$ cat src/rtl/msx_mouse_joy_port.sv
// MSX joystick-port adapter: passes host joystick bits through, or emulates an MSX mouse
// by serving accumulated deltas as four nibbles clocked by pin-8 strobe toggles.
module msx_mouse_joy_port #(
    parameter int DELTA_W  = 9,
    parameter int TIMEOUT  = 100000,
    parameter bit INVERT_X = 1'b1,
    parameter bit INVERT_Y = 1'b0
) (
    input  logic                      clk_sys,
    input  logic                      reset,
    input  logic signed [DELTA_W-1:0] mouse_x,
    input  logic signed [DELTA_W-1:0] mouse_y,
    input  logic        [1:0]         mouse_btn,
    input  logic                      mouse_strobe,
    input  logic        [5:0]         joy_n,
    input  logic                      strobe,
    output logic        [5:0]         port_n,
    output logic                      mouse_active,
    output logic        [1:0]         nib_state
);

    localparam int SW = DELTA_W + 2;
    localparam int CW = $clog2(TIMEOUT + 1);
    localparam logic signed [SW-1:0] MAX8 = SW'(127);
    localparam logic signed [SW-1:0] MIN8 = -SW'(128);

    typedef enum logic [1:0] {S0, S1, S2, S3} nib_t;

    nib_t            state;
    logic            strobe_d;
    logic [7:0]      acc_x, acc_y, snap_x, snap_y;
    logic [CW-1:0]   cnt;

    logic signed [SW-1:0] dx, dy, sum_x, sum_y;
    logic [7:0]      next_x, next_y, fresh_x, fresh_y;
    logic            edge_ok, leave;

    function automatic logic [7:0] sat8(input logic signed [SW-1:0] v);
        if (v > MAX8)
            return 8'h7F;
        else if (v < MIN8)
            return 8'h80;
        else
            return v[7:0];
    endfunction

    // Deltas are widened by two bits so that negation and the add cannot overflow before clamping.
    always_comb begin
        dx = {{2{mouse_x[DELTA_W-1]}}, mouse_x};
        dy = {{2{mouse_y[DELTA_W-1]}}, mouse_y};
        if (INVERT_X)
            dx = -dx;
        if (INVERT_Y)
            dy = -dy;
        sum_x   = {{(SW-8){acc_x[7]}}, acc_x} + dx;
        sum_y   = {{(SW-8){acc_y[7]}}, acc_y} + dy;
        next_x  = sat8(sum_x);
        next_y  = sat8(sum_y);
        fresh_x = sat8(dx);
        fresh_y = sat8(dy);
        edge_ok = mouse_active && (strobe ^ strobe_d);
        leave   = mouse_active && !mouse_strobe && (joy_n != 6'h3F);
    end

    always_ff @(posedge clk_sys) begin
        if (reset) begin
            state        <= S0;
            strobe_d     <= strobe;
            acc_x        <= '0;
            acc_y        <= '0;
            snap_x       <= '0;
            snap_y       <= '0;
            cnt          <= '0;
            port_n       <= 6'h3F;
            mouse_active <= 1'b0;
        end else begin
            strobe_d <= strobe;

            if (mouse_strobe)
                mouse_active <= 1'b1;
            else if (joy_n != 6'h3F)
                mouse_active <= 1'b0;

            if (edge_ok)
                cnt <= CW'(TIMEOUT);
            else if (cnt != '0)
                cnt <= cnt - CW'(1);

            if (mouse_strobe) begin
                acc_x       <= next_x;
                acc_y       <= next_y;
                port_n[5:4] <= ~mouse_btn;
            end else if (!mouse_active) begin
                port_n <= joy_n;
            end

            // Later assignments below override the plain accumulate when a sequence starts.
            if (leave) begin
                state <= S0;
                acc_x <= '0;
                acc_y <= '0;
            end else if (edge_ok) begin
                case (state)
                    S0: begin
                        snap_x      <= acc_x;
                        snap_y      <= acc_y;
                        acc_x       <= mouse_strobe ? fresh_x : 8'h00;
                        acc_y       <= mouse_strobe ? fresh_y : 8'h00;
                        port_n[3:0] <= acc_x[7:4];
                        state       <= S1;
                    end
                    S1: begin
                        port_n[3:0] <= snap_x[3:0];
                        state       <= S2;
                    end
                    S2: begin
                        port_n[3:0] <= snap_y[7:4];
                        state       <= S3;
                    end
                    default: begin
                        port_n[3:0] <= snap_y[3:0];
                        state       <= S0;
                    end
                endcase
            end else if (cnt == CW'(1)) begin
                state <= S0;
            end
        end
    end

    assign nib_state = state;

endmodule

$ cat config.mk
export PLATFORM = sky130hd
export DESIGN_NAME = msx_mouse_joy_port
export DESIGN_NICKNAME = d
export VERILOG_FILES = /design/src/rtl/msx_mouse_joy_port.sv
export SDC_FILE = /design/constraint.sdc
export NUM_CORES = 1
export LEC_CHECK = 0
export BUFFER_PORTS_ARGS = -buffer_cell sky130_fd_sc_hd__buf_2
export CAP_MARGIN = 30
export CORE_MARGIN = 2
export CORE_UTILIZATION = 60
export DETAILED_ROUTE_END_ITERATION = 8
export PLACE_DENSITY = 0.81
export SETUP_SLACK_MARGIN = 0.05
export SKIP_LAST_GASP = 1
export SLEW_MARGIN = 15
export SYNTH_ARGS = -nofsm -noshare
export SYNTH_HDL_FRONTEND = slang
export SYNTH_SLANG_ARGS = --single-unit
$ cat constraint.sdc
create_clock -name clk_sys -period 3.16 [get_ports clk_sys]
set_input_delay 0 -clock clk_sys [delete_from_list [all_inputs] [get_ports clk_sys]]
set_output_delay 0 -clock clk_sys [all_outputs]
set_load 0.02 [all_outputs]
==> run metrics, run 1 <==
die area 0.00740 mm^2; Final Instance Area 0.00443 mm^2; multiplexer share of the synthesized area 6.11%; status finished clean; commonest cells after routing, fill and taps aside dfxtp_1 (55), nor2_1 (54), a21oi_1 (52); Worst-Margin Slew 0.566 ns; CP Data Arrival Time 3.20 ns; placed cells 588; post-DP HPWL 7250 um; Core Rows 29; gr ovfl total 0; Clk pin slew, worst setup/hold paths 0.11 ns; clk sink count 55; wire per inst 15.5 um; min-delay worst type primary input to flop; Simple-Gate Fraction of Synth Area 21.0%; post-DR vias/cell 6.10; H-tree Lvls 2; Critical Path Fanout Max 7; Top FF cell, synth dfxtp_1; min Tclk post-route 3.01 ns; endpoints failing setup 0; RSZ-0062 raised after global routing yes; period utilisation layout 95.3%; DR iter-0 viols 218; largest family of logic cells by synthesized area compound AO/OA/AOI/OAI gates; final wirelength 9290 um; Pre-antenna DRT Iters 4; VDD IR max 0.000640 V; Worst Setup Start Kind flop; largest net degree at the start of global routing 28; via count 3664; Total GRT Usage 25.6%; max_slew headroom 62.3%; commonest non-fill, non-tap cell in the layout dfxtp_1; Pwr Total 2620 uW; Layout Cells excl Fill 601; Placer Congestion 0.970; Cell variety after synth 66; final slew viol count 0; Max Buffers Root-to-Sink 2; DRC errors left 0; Power per Cell Area 592 mW/mm^2; clk_lat worst skew 0.32 ns; Worst setup EP type flop; die span in x 86.0 um; diodes inserted 0; first-pass GRT wire length 15500 um; CORE AREA 0.00642 mm^2; io pins 39; cell area after synthesis 0.00404 mm^2; Setup WS pre-CTS 0.0220 ns; # Max-Cap Violations 0; initial antenna violation count 0; layout cells sized above 1 15.1%; async set-reset flop share out of synthesis 0%; number of setup buffers added after CTS 0; Final Net Count 585; CTS buffer count 5; post-synthesis adder-cell area fraction 10.3%; Synth Area in Compound Gates 23.8%; Layout Skew 0.0140 ns; CTS root buf clkbuf_8; Port Buffers 38; Syn Inst Count 486; Avg Synthesized Cell Area 8.31 um^2; Post-DP Area 0.00428 mm^2; Final Hold Fails 0; XOR/XNOR Fraction of Synth Area 7.63%; CTS tree done; Area Growth Syn to Fin 9.76%; residual antenna-violating net count after detailed routing 0; FMAX 332 MHz; #FFs+latches synth 55; Syn Nets 548; Post-synth EDFFs 0; DIE HEIGHT 86.0 um; Worst Setup Slack, final 0.147 ns; Starting Density 62.8%; internal reg-to-reg setup slack 0.15 ns; Worst Path Class, Setup flop to flop; post-synthesis sequential area ratio 27.3%; Setup TNS 0 ns; Leak 0.00177 uW; vias in the first global route 3502; Req. time, crit path 3.35 ns; Warnings, synthesis 0
## Yosys cell counts, types with 2 or more instances
library cell,count,area (um^2)
and3_1,2,12.5
a211oi_1,10,75.1
nor3_1,13,65.1
and4_1,2,17.5
a21o_1,9,67.6
o221ai_1,3,26.3
a31oi_1,3,18.8
nor4_1,6,37.5
buf_2,2,10.0
or2_2,3,18.8
inv_1,19,71.3
or3_1,4,25.0
a222oi_1,4,40.0
mux2_2,5,56.3
a21oi_1,52,260
mux2i_1,19,190
clkbuf_1,14,52.6
and2_1,3,18.8
nand3_1,7,35.0
nor4b_1,3,26.3
nand2_1,38,143
xor2_1,10,87.6
o31ai_1,5,37.5
nor2_1,54,203
o21ai_0,17,85.1
nand3b_1,6,45.0
ha_1,30,375
a2111oi_1,7,70.1
o211ai_1,5,37.5
nor2b_1,3,18.8
xnor2_1,22,193
nand2b_1,6,37.5
a21oi_2,2,17.5
buf_1,2,7.51
fa_1,2,40.0
and3b_1,2,17.5
nand4b_1,2,17.5
a211o_1,6,52.6
dfxtp_1,55,1100
nand4_1,2,12.5
a22oi_1,2,15.0
## final timing paths
kind / from / endpoint / cells past startpoint
min: joy_n[4] / port_n[4]$_SDFFE_PP1N_ / 4
min reg2reg: cnt[16]$_SDFFE_PP0P_ / cnt[16]$_SDFFE_PP0P_ / 2
max reg2reg: acc_y[0]$_SDFF_PP0_ / acc_y[6]$_SDFF_PP0_ / 9
max: acc_y[0]$_SDFF_PP0_ / acc_y[6]$_SDFF_PP0_ / 9
## flip-flops by register name, indices dropped and copies added (netlist names)
register and flops:
cnt 17, acc_x 8, acc_y 8, snap_y 8, port_n 6, snap_x 4
nib_state 2, mouse_active 1, strobe_d 1
## cell families (layout without fill, tap and decap cells)
family	count (synthesis)	count (layout)
AO/OA/AOI/OAI	138	138
adder cells (fa/ha/maj)	32	32
buffers and inverters	39	77
AND/OR/NAND/NOR	165	165
XOR/XNOR	33	33
multiplexers	24	24
flip-flops	55	55
## report_power, final
part,leakage [uW],total (uW),internal (uW),switching (uW)
Sequential,0.000452,961,833,128
Clock,0.0000485,401,160,242
Combinational,0.00127,1260,580,679
Total,0.00177,2620,1570,1050
## critical path, stage by stage, from the launching register on
cell and delay, ns:
dfxtp_1 0.35, ha_1 0.22, fa_1 0.42, a211oi_1 0.34, o21ai_0 0.15, a31oi_1 0.24
xnor2_1 0.19, a21oi_1 0.07, or3_1 0.50, a2111oi_1 0.40
## final cells by class
cell class                 instances  area [um^2]
tap                               77         96.3
sequential                        55         1100
timing repair buffer              49          285
inverter                          20         75.1
multi-input combinational        392         2780
clock buffer                       5         68.8
clock inverter                     3         22.5
fill                             541         1990
## per-layer routing
| metal | wire (um) | GRT usage (%) | vias to the layer above |
|---|---|---|---|
| li1 | - | - | 1859 |
| met3 | 304 | 3.18 | 11 |
| met1 | 4120 | 30.8 | 1725 |
| met2 | 4750 | 47.6 | 69 |
| met5 | 0 | 0 | - |
| met4 | 116 | 6.93 | 0 |
## through the flow
step                      hold WS (ns)  util [%]
after floorplan                 0.0277         -
after global placement           0.129      66.7
after detailed placement         0.131      66.7
after CTS                      0.00251      68.9
after global routing            0.0476      69.0
final                           0.0237      69.0
## timing repair
action | 4_1_cts | 5_1_grt
endpoints found under the hold margin | 4 | 0
endpoints found under the setup margin | 0 | 3
hold buffers | 5 | 0
resized for setup | 0 | 1
Note: power is estimated with default switching activity, not from simulation.
==> run 2, diff against run 1 <==
- CORE_MARGIN: 2 -> 1.5
- CORE_UTILIZATION: 60 -> 35
- PLACE_DENSITY: 0.81 -> not set
==> run metrics, run 2 (synthesis results as in run 1) <==
CTS tree done; Final Net Count 584 (-0.17%); clk_lat worst skew 0.29 ns (-0.03 ns); clk sink count 55 (unchanged); H-tree Lvls 2 (unchanged); Area Growth Syn to Fin 13.1%; status finished clean; residual antenna-violating net count after detailed routing 0 (unchanged); post-DP HPWL 7280 um (+0.50%); DRC errors left 0 (unchanged); crit path max-delay cell type or3_1; Max Buffers Root-to-Sink 2 (unchanged); VDD IR max 0.000428 V (-33%); Port Buffers 38 (unchanged); commonest cells after routing, fill and taps aside dfxtp_1 (55), nor2_1 (54), a21oi_1 (52); Core Rows 39 (+34%); endpoints failing setup 0 (unchanged); Power per Cell Area 608 mW/mm^2 (+2.8%); Req. time, crit path 3.32 ns (-0.03 ns); Final Instance Area 0.00456 mm^2 (+3.0%); post-DR vias/cell 5.42 (-11%); die span in x 110 um (+28%); Layout Skew 0.00590 ns (-0.00806 ns); cell chain of the critical path ha_1 > fa_1 > a211oi_2 > o21ai_0 > a31oi_1 > xnor2_1 > a21oi_1 > or3_1 > a2111oi_1; number of setup buffers added after CTS 0 (unchanged); number of flip-flops in the largest register 17 (unchanged); internal reg-to-reg setup slack 0.27 ns (+0.12 ns); diodes inserted 0 (unchanged); first-pass GRT wire length 15600 um (+0.22%); Worst Path Class, Setup flop to flop; Critical Path Fanout Max 7 (unchanged); gr ovfl total 0 (unchanged); die area 0.0122 mm^2 (+65%); Starting Density 35.7% (-27 points); DIE HEIGHT 110 um (+28%); DR iter-0 viols 200 (-8.3%); Setup WS pre-CTS 0.0591 ns (+0.0371 ns); Worst setup EP type flop; Leak 0.00180 uW (+1.6%); register share of total power 34.5% (-2.2 points); Pint 1750 uW (+11%); layout cells sized above 1 15.3% (+0.22 points); Final Hold Fails 0 (unchanged); FILL cells 1182 (+120%); Worst Setup Slack, final 0.267 ns (+0.120 ns); sw frac 36.9% (-3.1 points); CTS root buf clkbuf_16; fin util 40.3% (-29 points); wire per inst 14.1 um (-8.7%); via count 3612 (-1.4%); min Tclk post-route 2.89 ns (-0.120 ns); RSZ-0062 raised after global routing no; commonest non-fill, non-tap cell in the layout dfxtp_1; Placer Congestion 0.884 (-8.8%); Reg with most FFs cnt; FMAX 346 MHz (+4.1%); Worst-Margin Slew 0.575 ns (+0.00942 ns); CTS buffer count 5 (unchanged); max_slew headroom 61.5% (-0.77 points); final slew viol count 0 (unchanged); CP Data Arrival Time 3.06 ns (-0.14 ns); largest net degree at the start of global routing 31 (+11%); Pre-antenna DRT Iters 4 (unchanged); CP peak stage delay 0.49 ns (about the same); Pwr Total 2770 uW (+5.8%); io pins 39 (unchanged); CORE AREA 0.0113 mm^2 (+76%); Gate power share 44.9% (-3.1 points); Psw 1020 uW (-2.5%); Worst Setup Start Kind flop; Total GRT Usage 16.0% (-9.6 points); vias in the first global route 3348 (-4.4%); Clk pin slew, worst setup/hold paths 0.07 ns (-0.04 ns); # Max-Cap Violations 0 (unchanged); Setup TNS 0 ns (unchanged); min-delay worst type primary input to flop; initial antenna violation count 0 (unchanged); Post-DP Area 0.00438 mm^2 (+2.3%); final wirelength 9400 um (+1.1%); Clock power frac 20.6% (+5.3 points); period utilisation layout 91.6% (-3.8 points)
-- run 2: cell count changes in the layout (fill, tap and decap cells not counted), sizes merged --
cell	change
dlygate4sd3	-3
inv	-1
buf	+2
clkinv	-2
clkbuf	+3
-- run 2: power groups by stage --
stage,sequential [uW],clock [uW],combinational (uW)
floorplan,949,0,1000
global placement,968,0,1220
detailed placement,972,0,1230
CTS,957,585,1240
global route,976,618,1410
finish,956,572,1250
-- run 2: what timing repair did --
action,in CTS,in global routing
hold buffers,2,0
resized for setup,0,1
endpoints found under the setup margin,0,5
hold endpoints to repair,2,0
-- run 2: critical path: cells and delay by family (launching register included) --
family	cells	cell delay, ns
flip-flops	1	0.33
AO/OA/AOI/OAI	5	1.11
AND/OR/NAND/NOR	1	0.49
XOR/XNOR	1	0.18
adder cells (fa/ha/maj)	2	0.65
-- run 2: final cells by class --
| cell class | count | area [um^2] | area share (%) |
|---|---|---|---|
| Multi-Input combinational cell | 392 | 2780 | 61.0 |
| Inverter | 20 | 75.1 | 1.65 |
| Tap cell | 143 | 179 | 3.92 |
| Timing Repair Buffer | 48 | 270 | 5.92 |
| Clock buffer | 8 | 156 | 3.43 |
| Sequential cell | 55 | 1100 | 24.1 |
-- run 2: stage by stage --
stage | cells | hold slack [ns]
after detailed placement | 656 | 0.133
final | 666 | 0.000367
after floorplan | 486 | 0.0277
after global routing | 666 | 0.0139
after global placement | 656 | 0.133
after CTS | 666 | 0.00102
-- run 2: per-layer routing --
metal / track usage, % / share of wire [%] / up-vias / wire (um)
li1: - / - / 1853 / -
met4: 4.67 / 1.6 / 0 / 146
met1: 21.2 / 49 / 1673 / 4580
met2: 27.2 / 46 / 75 / 4340
met5: 0 / 0 / - / 0
met3: 2.00 / 3.5 / 11 / 325
-- run 2: worst paths after layout --
path,start,to,cells past startpoint
worst max-delay path,acc_y[0]$_SDFF_PP0_,acc_y[1]$_SDFF_PP0_,9
worst min register to register,cnt[16]$_SDFFE_PP0P_,cnt[16]$_SDFFE_PP0P_,2
worst min-delay path,mouse_btn[0],port_n[4]$_SDFFE_PP1N_,3
worst max register to register,acc_y[0]$_SDFF_PP0_,acc_y[1]$_SDFF_PP0_,9
==> run 3, diff against run 2 <==
- MAX_ROUTING_LAYER: not set -> met4
==> run metrics, run 3 (synthesis results as in run 1) <==
CTS root buf clkbuf_16; number of setup buffers added after CTS 0 (unchanged); layout cells sized above 1 15.3% (unchanged); die span in x 110 um (unchanged); CTS buffer count 5 (unchanged); CP Data Arrival Time 3.07 ns (about the same); endpoints failing setup 0 (unchanged); largest net degree at the start of global routing 31 (unchanged); status complete, but fails checks; Setup TNS 0 ns (unchanged); CORE AREA 0.0113 mm^2 (unchanged); DRC errors left 0 (unchanged); final slew viol count 0 (unchanged); failing checks hold timing; CTS tree done; Worst Setup Start Kind flop; Critical Path Fanout Max 7 (unchanged); Max Buffers Root-to-Sink 2 (unchanged); Worst setup EP type flop; Final Net Count 584 (unchanged); residual antenna-violating net count after detailed routing 0 (unchanged); min-delay worst type primary input to flop; commonest non-fill, non-tap cell in the layout dfxtp_1; Core Rows 39 (unchanged); Post-DP Area 0.00438 mm^2 (unchanged); post-DP HPWL 7280 um (unchanged); Port Buffers 38 (unchanged); Final Instance Area 0.00456 mm^2 (unchanged); internal reg-to-reg setup slack 0.25 ns (about the same); number of flip-flops in the largest register 17 (unchanged); # Max-Cap Violations 0 (unchanged); RSZ-0062 raised after global routing no; Pre-antenna DRT Iters 4 (unchanged); Worst Path Class, Setup flop to flop; Total GRT Usage 16.5% (+0.50 points); H-tree Lvls 2 (unchanged); DIE HEIGHT 110 um (unchanged); Placer Congestion 0.899 (+1.7%); Power per Cell Area 609 mW/mm^2 (+0.11%); FMAX 344 MHz (-0.44%); gr ovfl total 0 (unchanged); die area 0.0122 mm^2 (unchanged); Worst-Margin Slew 0.574 ns (-0.00129 ns); VDD IR max 0.000428 V (about the same); worst hold slack -0.00147 ns (-0.00184 ns); clk sink count 55 (unchanged); Leak 0.00180 uW (unchanged); min Tclk post-route 2.91 ns (+0.0129 ns); DR iter-0 viols 194 (-3.0%); Area Growth Syn to Fin 13.1% (unchanged); Starting Density 35.7% (unchanged); commonest cells after routing, fill and taps aside dfxtp_1 (55), nor2_1 (54), a21oi_1 (52); io pins 39 (unchanged); period utilisation layout 92.0% (+0.41 points); first-pass GRT wire length 15600 um (about the same); max_slew headroom 61.6% (+0.086 points); diodes inserted 0 (unchanged); Clk pin slew, worst setup/hold paths 0.07 ns (about the same); initial antenna violation count 0 (unchanged); final wirelength 9410 um (+0.18%); vias in the first global route 3350 (+0.060%); post-DR vias/cell 5.40 (-0.50%); via count 3594 (-0.50%); Final Hold Fails 1 (+1); wire per inst 14.1 um (+0.18%); clk_lat worst skew 0.29 ns (about the same); Layout Skew 0.00597 ns (+0.0000730 ns); Reg with most FFs cnt; Req. time, crit path 3.33 ns (about the same)
[run 3: cell counts in the layout (fill, tap and decap cells not counted)]
No cell type changed its count.
[run 3: metal layers]
layer  routed length [um]  GRT usage (%)  up-vias
li1                     -              -     1853
met1                 4620           21.2     1671
met2                 4340           27.2       59
met3                  306           2.18       11
met4                  149           4.67        0
met5                    0              -        -
[run 3: final cells by class]
class | count | area [um^2]
fill | 1182 | 6760
sequential | 55 | 1100
inverter | 20 | 75.1
timing repair buffer | 48 | 270
tap | 143 | 179
multi-input combinational | 392 | 2780
clock buffer | 8 | 156
[run 3: repair_timing]
action | in CTS | in global routing
resized for setup | 0 | 1
hold buffers | 2 | 0
setup endpoints to repair | 0 | 5
endpoints found under the hold margin | 2 | 0
[run 3: path summary, 6_finish.rpt]
| path | startpoint | endpoint | cells past startpoint |
|---|---|---|---|
| setup / recovery | acc_y[0]$_SDFF_PP0_ | acc_y[1]$_SDFF_PP0_ | 9 |
| setup reg to reg | acc_y[0]$_SDFF_PP0_ | acc_y[1]$_SDFF_PP0_ | 9 |
| hold / removal | mouse_btn[0] | port_n[4]$_SDFFE_PP1N_ | 3 |
| hold reg to reg | cnt[16]$_SDFFE_PP0P_ | cnt[16]$_SDFFE_PP0P_ | 2 |
[run 3: report_power, final]
part | total (uW) | internal (uW) | switching, uW | leakage [uW]
Combinational | 1250 | 580 | 666 | 0.00127
Clock | 575 | 338 | 237 | 0.0000772
Sequential | 956 | 834 | 122 | 0.000452
Total | 2780 | 1750 | 1030 | 0.00180
[run 3: worst max-delay path: stages (launching register included)]
cell and delay, ns:
dfxtp_1 0.33, ha_1 0.21, fa_1 0.44, a211oi_2 0.27
o21ai_0 0.14, a31oi_1 0.25, xnor2_1 0.18, a21oi_1 0.06
or3_1 0.49, a2111oi_1 0.40
[run 3: metrics by stage]
step	worst slack (ns)	total power, uW	cells	utilization [%]
3_3_place_gp	0.186	2180	656	38.7
3_5_place_dp	0.0591	2210	656	38.7
2_1_floorplan	0.486	1950	486	-
5_1_grt	0.0658	3000	666	40.3
6_report	0.254	2780	666	40.3
4_1_cts	0.189	2790	666	40.3
